`src/rtl/clk_gen_trim_ctrl.sv`:
```
`timescale 1ns/1ps
// clk_gen_trim_ctrl
//   Closed-loop trim controller for the ring-oscillator clock generator.
//   It enables the oscillator and waits for it to settle. It then counts
//   prescaled oscillator ticks over a fixed window of reference cycles and
//   steps the trim code until the count lies within target +/- tol.
//   After LOCK_CNT consecutive in-band windows it raises locked_o, and it
//   keeps measuring while locked.
//
// Ports
//   clk_i            reference clock, all logic on posedge
//   async_reset_n_i  asynchronous active-low reset
//   en_i             level enable of the calibration loop
//   target_i         desired ticks per window (used at each ADJUST)
//   tol_i            allowed deviation from target (used at each ADJUST)
//   osc_tick_i       single-cycle pulse per prescaled oscillator period (synced)
//   osc_en_o         ring-oscillator enable
//   trim_o           oscillator trim code, higher = faster
//   meas_o           tick count of the last completed window
//   meas_valid_o     one-cycle pulse when meas_o updates
//   locked_o         frequency in band for >= LOCK_CNT windows
//   err_o            sticky: trim saturated while out of band
//
// state    | meaning
// ---------+-------------------------------------------------------------
// IDLE     | loop off, oscillator disabled
// SETTLE   | oscillator running, waiting SETTLE_CYC cycles after a change
// MEASURE  | counting ticks over WINDOW cycles
// ADJUST   | one cycle: compare count to band, step trim or count lock
// FAIL     | trim saturated out of band; held until en_i drops
module clk_gen_trim_ctrl #(
  parameter int TRIM_W     = 5,
  parameter int TRIM_RESET = 16,
  parameter int CNT_W      = 16,
  parameter int WINDOW     = 1024,
  parameter int SETTLE_CYC = 64,
  parameter int LOCK_CNT   = 3
) (
  input  logic              clk_i,
  input  logic              async_reset_n_i,
  input  logic              en_i,
  input  logic [CNT_W-1:0]  target_i,
  input  logic [CNT_W-1:0]  tol_i,
  input  logic              osc_tick_i,
  output logic              osc_en_o,
  output logic [TRIM_W-1:0] trim_o,
  output logic [CNT_W-1:0]  meas_o,
  output logic              meas_valid_o,
  output logic              locked_o,
  output logic              err_o
);

  localparam int WIN_W = $clog2(WINDOW);
  localparam int SET_W = (SETTLE_CYC > 1) ? $clog2(SETTLE_CYC) : 1;
  localparam int LCK_W = $clog2(LOCK_CNT + 1);

  localparam logic [WIN_W-1:0]  WIN_LAST  = WIN_W'(WINDOW - 1);
  localparam logic [SET_W-1:0]  SET_LAST  = SET_W'(SETTLE_CYC - 1);
  localparam logic [LCK_W-1:0]  LCK_MAX   = LCK_W'(LOCK_CNT);
  localparam logic [TRIM_W-1:0] TRIM_INIT = TRIM_W'(TRIM_RESET);
  localparam logic [TRIM_W-1:0] TRIM_MAX  = '1;
  localparam logic [CNT_W-1:0]  CNT_MAX   = '1;

  typedef enum logic [2:0] {
    ST_IDLE,
    ST_SETTLE,
    ST_MEASURE,
    ST_ADJUST,
    ST_FAIL
  } state_t;

  state_t            state;
  logic [CNT_W-1:0]  tick_cnt;
  logic [WIN_W-1:0]  win_cnt;
  logic [SET_W-1:0]  settle_cnt;
  logic [LCK_W-1:0]  lock_cnt;

  logic [CNT_W:0]    lo_diff;
  logic [CNT_W:0]    hi_sum;
  logic [CNT_W-1:0]  band_lo;
  logic [CNT_W-1:0]  band_hi;
  logic              below;
  logic              above;
  logic [CNT_W-1:0]  tick_next;
  logic [LCK_W-1:0]  lock_next;

  // Band limits use one extra bit so that target-tol underflow and
  // target+tol overflow clamp instead of wrapping.
  always_comb begin
    lo_diff   = {1'b0, target_i} - {1'b0, tol_i};
    hi_sum    = {1'b0, target_i} + {1'b0, tol_i};
    band_lo   = lo_diff[CNT_W] ? '0 : lo_diff[CNT_W-1:0];
    band_hi   = hi_sum[CNT_W] ? CNT_MAX : hi_sum[CNT_W-1:0];
    below     = (meas_o < band_lo);
    above     = (meas_o > band_hi);
    tick_next = (osc_tick_i && (tick_cnt != CNT_MAX)) ? tick_cnt + CNT_W'(1) : tick_cnt;
    lock_next = (lock_cnt == LCK_MAX) ? lock_cnt : lock_cnt + LCK_W'(1);
  end

  always_ff @(posedge clk_i or negedge async_reset_n_i) begin
    if (!async_reset_n_i) begin
      state        <= ST_IDLE;
      osc_en_o     <= 1'b0;
      trim_o       <= TRIM_INIT;
      meas_o       <= '0;
      meas_valid_o <= 1'b0;
      locked_o     <= 1'b0;
      err_o        <= 1'b0;
      tick_cnt     <= '0;
      win_cnt      <= '0;
      settle_cnt   <= '0;
      lock_cnt     <= '0;
    end else begin
      meas_valid_o <= 1'b0;
      if ((state != ST_IDLE) && !en_i) begin
        // Abort: partial window is thrown away, trim and last measurement kept.
        state      <= ST_IDLE;
        osc_en_o   <= 1'b0;
        locked_o   <= 1'b0;
        err_o      <= 1'b0;
        tick_cnt   <= '0;
        win_cnt    <= '0;
        settle_cnt <= '0;
        lock_cnt   <= '0;
      end else begin
        case (state)
          ST_IDLE: begin
            if (en_i) begin
              state      <= ST_SETTLE;
              osc_en_o   <= 1'b1;
              settle_cnt <= SET_LAST;
            end
          end

          ST_SETTLE: begin
            if (settle_cnt == '0) begin
              state    <= ST_MEASURE;
              tick_cnt <= '0;
              win_cnt  <= WIN_LAST;
            end else begin
              settle_cnt <= settle_cnt - SET_W'(1);
            end
          end

          ST_MEASURE: begin
            // The last window cycle's tick goes straight into meas_o.
            if (win_cnt == '0) begin
              meas_o       <= tick_next;
              meas_valid_o <= 1'b1;
              state        <= ST_ADJUST;
            end else begin
              tick_cnt <= tick_next;
              win_cnt  <= win_cnt - WIN_W'(1);
            end
          end

          ST_ADJUST: begin
            if (below || above) begin
              lock_cnt <= '0;
              locked_o <= 1'b0;
              if ((below && (trim_o == TRIM_MAX)) || (above && (trim_o == '0))) begin
                err_o <= 1'b1;
                state <= ST_FAIL;
              end else begin
                trim_o     <= below ? trim_o + TRIM_W'(1) : trim_o - TRIM_W'(1);
                state      <= ST_SETTLE;
                settle_cnt <= SET_LAST;
              end
            end else begin
              lock_cnt <= lock_next;
              if (lock_next == LCK_MAX) locked_o <= 1'b1;
              // Trim unchanged, so no settling needed before the next window.
              state    <= ST_MEASURE;
              tick_cnt <= '0;
              win_cnt  <= WIN_LAST;
            end
          end

          ST_FAIL: begin
            state <= ST_FAIL;
          end

          default: begin
            state <= ST_IDLE;
          end
        endcase
      end
    end
  end

endmodule
```
`config.mk`:
```
export PLATFORM = sky130hd
export DESIGN_NAME = clk_gen_trim_ctrl
export DESIGN_NICKNAME = d
export VERILOG_FILES = /design/src/rtl/clk_gen_trim_ctrl.sv
export SDC_FILE = /design/constraint.sdc
export NUM_CORES = 1
export LEC_CHECK = 0
export BUFFER_PORTS_ARGS = -buffer_cell sky130_fd_sc_hd__buf_2
export CAP_MARGIN = 20
export CORE_UTILIZATION = 31
export CTS_CLUSTER_DIAMETER = 30
export DETAILED_ROUTE_END_ITERATION = 8
export SKIP_CTS_REPAIR_TIMING = 1
export SLEW_MARGIN = 10
export SYNTH_ARGS = -nofsm -noshare
export SYNTH_HDL_FRONTEND = slang
export SYNTH_SLANG_ARGS = --single-unit
```
`constraint.sdc`:
```
create_clock -name clk_i -period 6.1 [get_ports clk_i]
set_input_delay 1.22 -clock clk_i [delete_from_list [all_inputs] [get_ports clk_i]]
set_output_delay 1.22 -clock clk_i [all_outputs]
set_load 0.1 [all_outputs]
```
## Yosys cells after proc, flatten, opt, wreduce, memory -nomap -nowiden

Index checks and enable logic that the tools add are counted.

- Add/subtract/negate cells: 8
- Bitwise logic cells: 2
- Eq/ne operators: 16
- Reduce and logical (&&, ||, !) cells: 28
- Mux-type cells: 45
- Order comparisons: 2

Operators by type and width:

| cell | count |
|---|---|
| $mux W16 | 7 |
| $pmux W16 S3 | 1 |
| $mux W10 | 4 |
| $mux W6 | 5 |
| $pmux W10 S3 | 1 |
| $ne A3 B3 Y1 const B | 8 |
| $mux W3 | 6 |
| $pmux W6 S3 | 1 |
| $add A16 B16 Y17 | 1 |
| $sub A16 B16 Y17 | 1 |
| $add A16 B1 Y16 const B | 1 |
| $gt A16 B16 Y1 | 1 |
| $lt A16 B16 Y1 | 1 |
| $ne A16 B16 Y1 const B | 1 |
| $pmux W3 S5 | 1 |
| $mux W1 | 14 |
| $logic_not A10 Y1 | 1 |
| $reduce_bool A2 Y1 | 5 |
| $sub A10 B1 Y10 const B | 1 |
| $reduce_and A3 Y1 | 3 |
| $mux W2 | 4 |
| $reduce_and A4 Y1 | 2 |
| $reduce_bool A4 Y1 | 2 |
| $eq A3 B2 Y1 const B | 2 |
| 19 further kinds | 27 |

- Register bits: 62
- Output and inout port bits: 25
- Logic and storage cells: 112

## Logic depth before layout (Yosys ltp)

- Depth after elaboration: 9
- Gate-level depth with buffers: 24
- Depth with buffers taken out: 24

## Worst setup path before layout

Ideal clock, no wire load.

- Path type: input to register
- Start: in target_i[0]
- End: reg trim_o[4]
- Required time: 6.002 ns
- Data arrival time: 5.362 ns
- Library setup time: 0.098 ns
- Cell stages on the path: 24
- Setup slack: 0.641 ns
- Path through: inv_1 > ha_1 > inv_1 > fa_1 > a211oi_2 > o21a_2 > o21ai_0 > a21oi_1 > o21bai_1 > a21oi_1 > xnor2_1 > nand2_1 > ha_1 > nand4_1 > nor4_1 > nand3_1 > or3_1 > nand2_1 > ha_1 > a21o_1 > a21oi_1 > xnor2_1 > nand4_1 > xnor2_1

- Word-level cells in the longest chain between the ends: 7
- Elaborated cells between the ends (all ways): 13

RTL lines:

| element | line | text |
|---|---|---|
| start, declared | 42 | `input logic [CNT_W-1:0] target_i,` |
| $sub A16 B16 Y17 / $add A16 B16 Y17 (equally long branches) | 90, 91 |  |
| $mux W16, on equally long branches | 92, 93 |  |
| $lt A16 B16 Y1 / $gt A16 B16 Y1 (equally long branches) | 94, 95 |  |
| $logic_and A1 B1 Y1 | 161 | `if ((below && (trim_o == TRIM_MAX)) \|\| (above && (trim_o == '0))) begin` |
| $logic_or A1 B1 Y1 | 161 |  |
| $not A1 Y1 (no source line) | -- |  |
| $reduce_and A4 Y1 (no source line) | -- |  |
| end signal, assigned | 165 | `trim_o <= below ? trim_o + TRIM_W'(1) : trim_o - TRIM_W'(1);` |
| end, declared | 46 | `output logic [TRIM_W-1:0] trim_o,` |

Parallel ways exist; a longest one is shown, timed or not.
A chain may end at the register's enable or synchronous reset.

## Final worst setup path

Same ends and word-level chain as after synthesis.

==> results_dict.tcl <==
set metrics [dict create \
    port_buffers 60 \
    cap_violations 0 \
    ys_async_sr_fraction 1.00 \
    avgSynthCellArea_um2 8.16 \
    r2r_slack_ns 3.01 \
    dr.pass1.iters 5 \
    setup_viol 0 \
    netlist_instances 703 \
    required_ns 6.35 \
    worstReg2RegStart "meas_o[9]$_DFFE_PN0P_" \
    wl_mm 14.1 \
    min_from "osc_en_o$_DFFE_PN0P_" \
    htreeDepth 3 \
    syn_area_um2 5730 \
    fp.dieArea_um2 19000 \
    fin_crit_ns 5.67 \
    rsz0062_at_grt "no" \
    critPathBufInv 3 \
    arrival_ns 5.92 \
    ioPinCount 61 \
    grt_first_pass_wirelength_mm 23.6 \
    critPathMaxFanout 4 \
    whs_ns 0.482 \
    holdPathEnd "osc_en_o$_DFFE_PN0P_" \
    endpoint_kind "flop" \
    fin_skew_ns 0.00884 \
    seq_area_frac_synth 0.271 \
    cts_made_buffers 9 \
    dp.cells 979 \
    vias 5153 \
    crit_path_top_delay_cell "fa_1" \
    cts-root-to-sink-buffers 2 \
    drc_errors 0 \
    worst_pin_slew_ns 0.823 \
    final_cells 995 \
    wl_per_cell_um 14.2 \
    fillerInstances 1886 \
    drt_iter0_drc 243 \
    via_per_inst 5.18 \
    p_per_area_nw_per_um2 404 \
    critPathMaxStageDelay_ns 0.43 \
    ys_types 65 \
    gr-total-overflow 0 \
    cts.sinks 62 \
    detail-route-antenna-nets 0 \
    finalHoldViolCount 0 \
    hold_class "reg -> reg" \
    nNetsFinal 872 \
    min_path_cells 2 \
    dpl.hpwl_mm 10.9 \
    drv_slew 0 \
    grt_max_degree 63 \
    power.total_mw 2.66 \
    drive_above_1_share 0.136 \
    rows 49 \
    grt_pass1_vias 4883 \
    yosys_register_bits 62 \
    cts_tree "yes" \
    place.gp.congestion 0.829 \
    slew_headroom 0.451 \
    worstRegToRegCells 12 \
    placed_cell_area_um2 6290 \
    leakagePower_nw 3.12 \
    start_util 0.318 \
    track_usage 0.157 \
    insertedDiodeCount 0 \
    clkTransAtPathRegs_ns 0.05 \
    yosys_warnings 0 \
    clock_latency_ns 0.33 \
    r2r_end "trim_o[4]$_DFFE_PN1P_" \
    start_kind "primary input" \
    fin_crit_sh 0.930 \
    peakVddDrop_mv 0.228 \
    design_area_um2 6580 \
    syn2layout_area_growth_pct 14.8 \
    die_h_um 138 \
    coreArea_um2 18000 \
    post-route-util 0.365 \
    fmax_mhz 176 \
    grt_antenna_before_repair 0 \
    status "complete, no violations" \
    worst-setup-path-type "in -> reg" \
    die_x_um 138 \
    synth_enable_flop_cells 0 \
    ys.flop_type "dfrtp_1" \
    cts-root-buf "clkbuf_16" \
    crit_family "compound AO/OA/AOI/OAI gates" \
    synth_nets 814 \
]
==> power by group <==
| group | internal [mW] | switching (mW) | total (mW) |
|---|---|---|---|
| clock network | 0.316 | 0.173 | 0.489 |
| logic | 0.505 | 0.979 | 1.48 |
| registers | 0.531 | 0.157 | 0.688 |
==> per-layer routing <==
layer	vias to the layer above	GRT usage	wire length [um]
met5	-	0	0
li1	2634	-	-
met3	17	0.0154	428
met2	82	0.255	6350
met1	2420	0.212	7090
met4	0	0.0634	257
==> per-stage QoR <==
stage	setup slack, ns	TNS [ns]
2_1_floorplan	0.641	0
3_3_place_gp	-0.0517	-0.0517
3_5_place_dp	0.0121	0
4_1_cts	0.346	0
5_1_grt	0.0853	0
6_report	0.429	0
==> how the worst max path moves through the flow <==
stage / start / endpoint / slack [ns] / cells past startpoint
floorplan: target_i[0] / trim_o[4]$_DFFE_PN1P_ / 0.64 / 24
global placement: target_i[0] / trim_o[4]$_DFFE_PN1P_ / -0.05 / 25
finish: target_i[0] / trim_o[4]$_DFFE_PN1P_ / 0.43 / 25
global route: target_i[0] / trim_o[4]$_DFFE_PN1P_ / 0.09 / 25
CTS: target_i[0] / trim_o[4]$_DFFE_PN1P_ / 0.35 / 25
detailed placement: target_i[0] / trim_o[4]$_DFFE_PN1P_ / 0.01 / 25
==> Yosys cell counts, types with 4 or more instances <==
cell type  instances  share of area
nand2_1           52          0.034
xor2_1            10          0.015
nor2_1            82          0.054
dfrtp_1           61           0.27
buf_2              7         0.0061
clkbuf_1          12         0.0079
o211ai_1           7         0.0092
inv_1             51          0.033
a21oi_1           70          0.061
nor4_1             6         0.0065
a31oi_1           15          0.016
nand2b_1          10          0.011
a21o_1            15          0.020
a311oi_1           5         0.0076
and4_1             4         0.0061
ha_1              72           0.16
nor3_1            23          0.020
o21bai_1           8          0.010
or3_1              5         0.0055
nor2b_1            7         0.0076
a211oi_1           5         0.0065
nand3_1           16          0.014
o21a_1             9          0.012
xnor2_1           33          0.050
and3_1             8         0.0087
o21ai_0           35          0.031
nand4_1            6         0.0065
==> logic make-up (layout without fill, tap and decap cells) <==
family,count (synthesis),after routing,share of synthesized area
AND/OR/NAND/NOR,236,236,0.198
XOR/XNOR,43,43,0.0657
buffers and inverters,75,138,0.0559
flip-flops,62,62,0.271
multiplexers,7,7,0.0135
adder cells (fa/ha/maj),75,75,0.168
AO/OA/AOI/OAI,205,205,0.229
==> layout by cell type (no fill, tap or decap), types with 3 or more instances in the layout <==
master,instances
nand4_1,6
a31oi_1,15
inv_1,51
xnor2_1,33
dfrtp_1,61
a21oi_1,70
or4_1,3
ha_1,72
and4_1,4
fa_1,3
o211ai_1,7
nor3_1,23
nor2_1,81
mux2_1,3
clkbuf_1,5
nand3_1,16
or3_1,5
a311oi_1,5
and3_1,8
mux2_2,3
o21a_1,9
a21o_1,15
xor2_1,10
nor2b_1,7
clkbuf_16,9
nor3b_1,3
nand2_1,52
o22ai_1,3
nand2b_1,10
o21ai_0,34
o21bai_1,8
o311ai_0,3
nor4_1,5
buf_2,60
a211oi_1,5
buf_4,10
o21ai_1,4
o211a_1,3
==> registers in the layout, summed over array words and instances (netlist names) <==
signal / flops
settle_cnt: 6
win_cnt: 10
err_o: 1
state: 3
locked_o: 1
lock_cnt: 2
tick_cnt: 16
meas_o: 16
trim_o: 5
meas_valid_o: 1
osc_en_o: 1
==> tightest hold or removal path, stage by stage, from the launching register on <==
cell	delay [ns]
dfrtp_1	0.34
nand2_1	0.04
o21ai_0	0.06
==> layout make-up <==
class	count	area, um^2	share of cell area
well taps	229	287	0.0436
inverters	51	191	0.0291
clock buffers	14	244	0.0371
repair buffers	71	395	0.0601
multi-input cells	566	3870	0.589
flip-flops and latches	62	1550	0.236
clock inverters	2	35.0	0.00533
(Power assumes the default switching activity.)
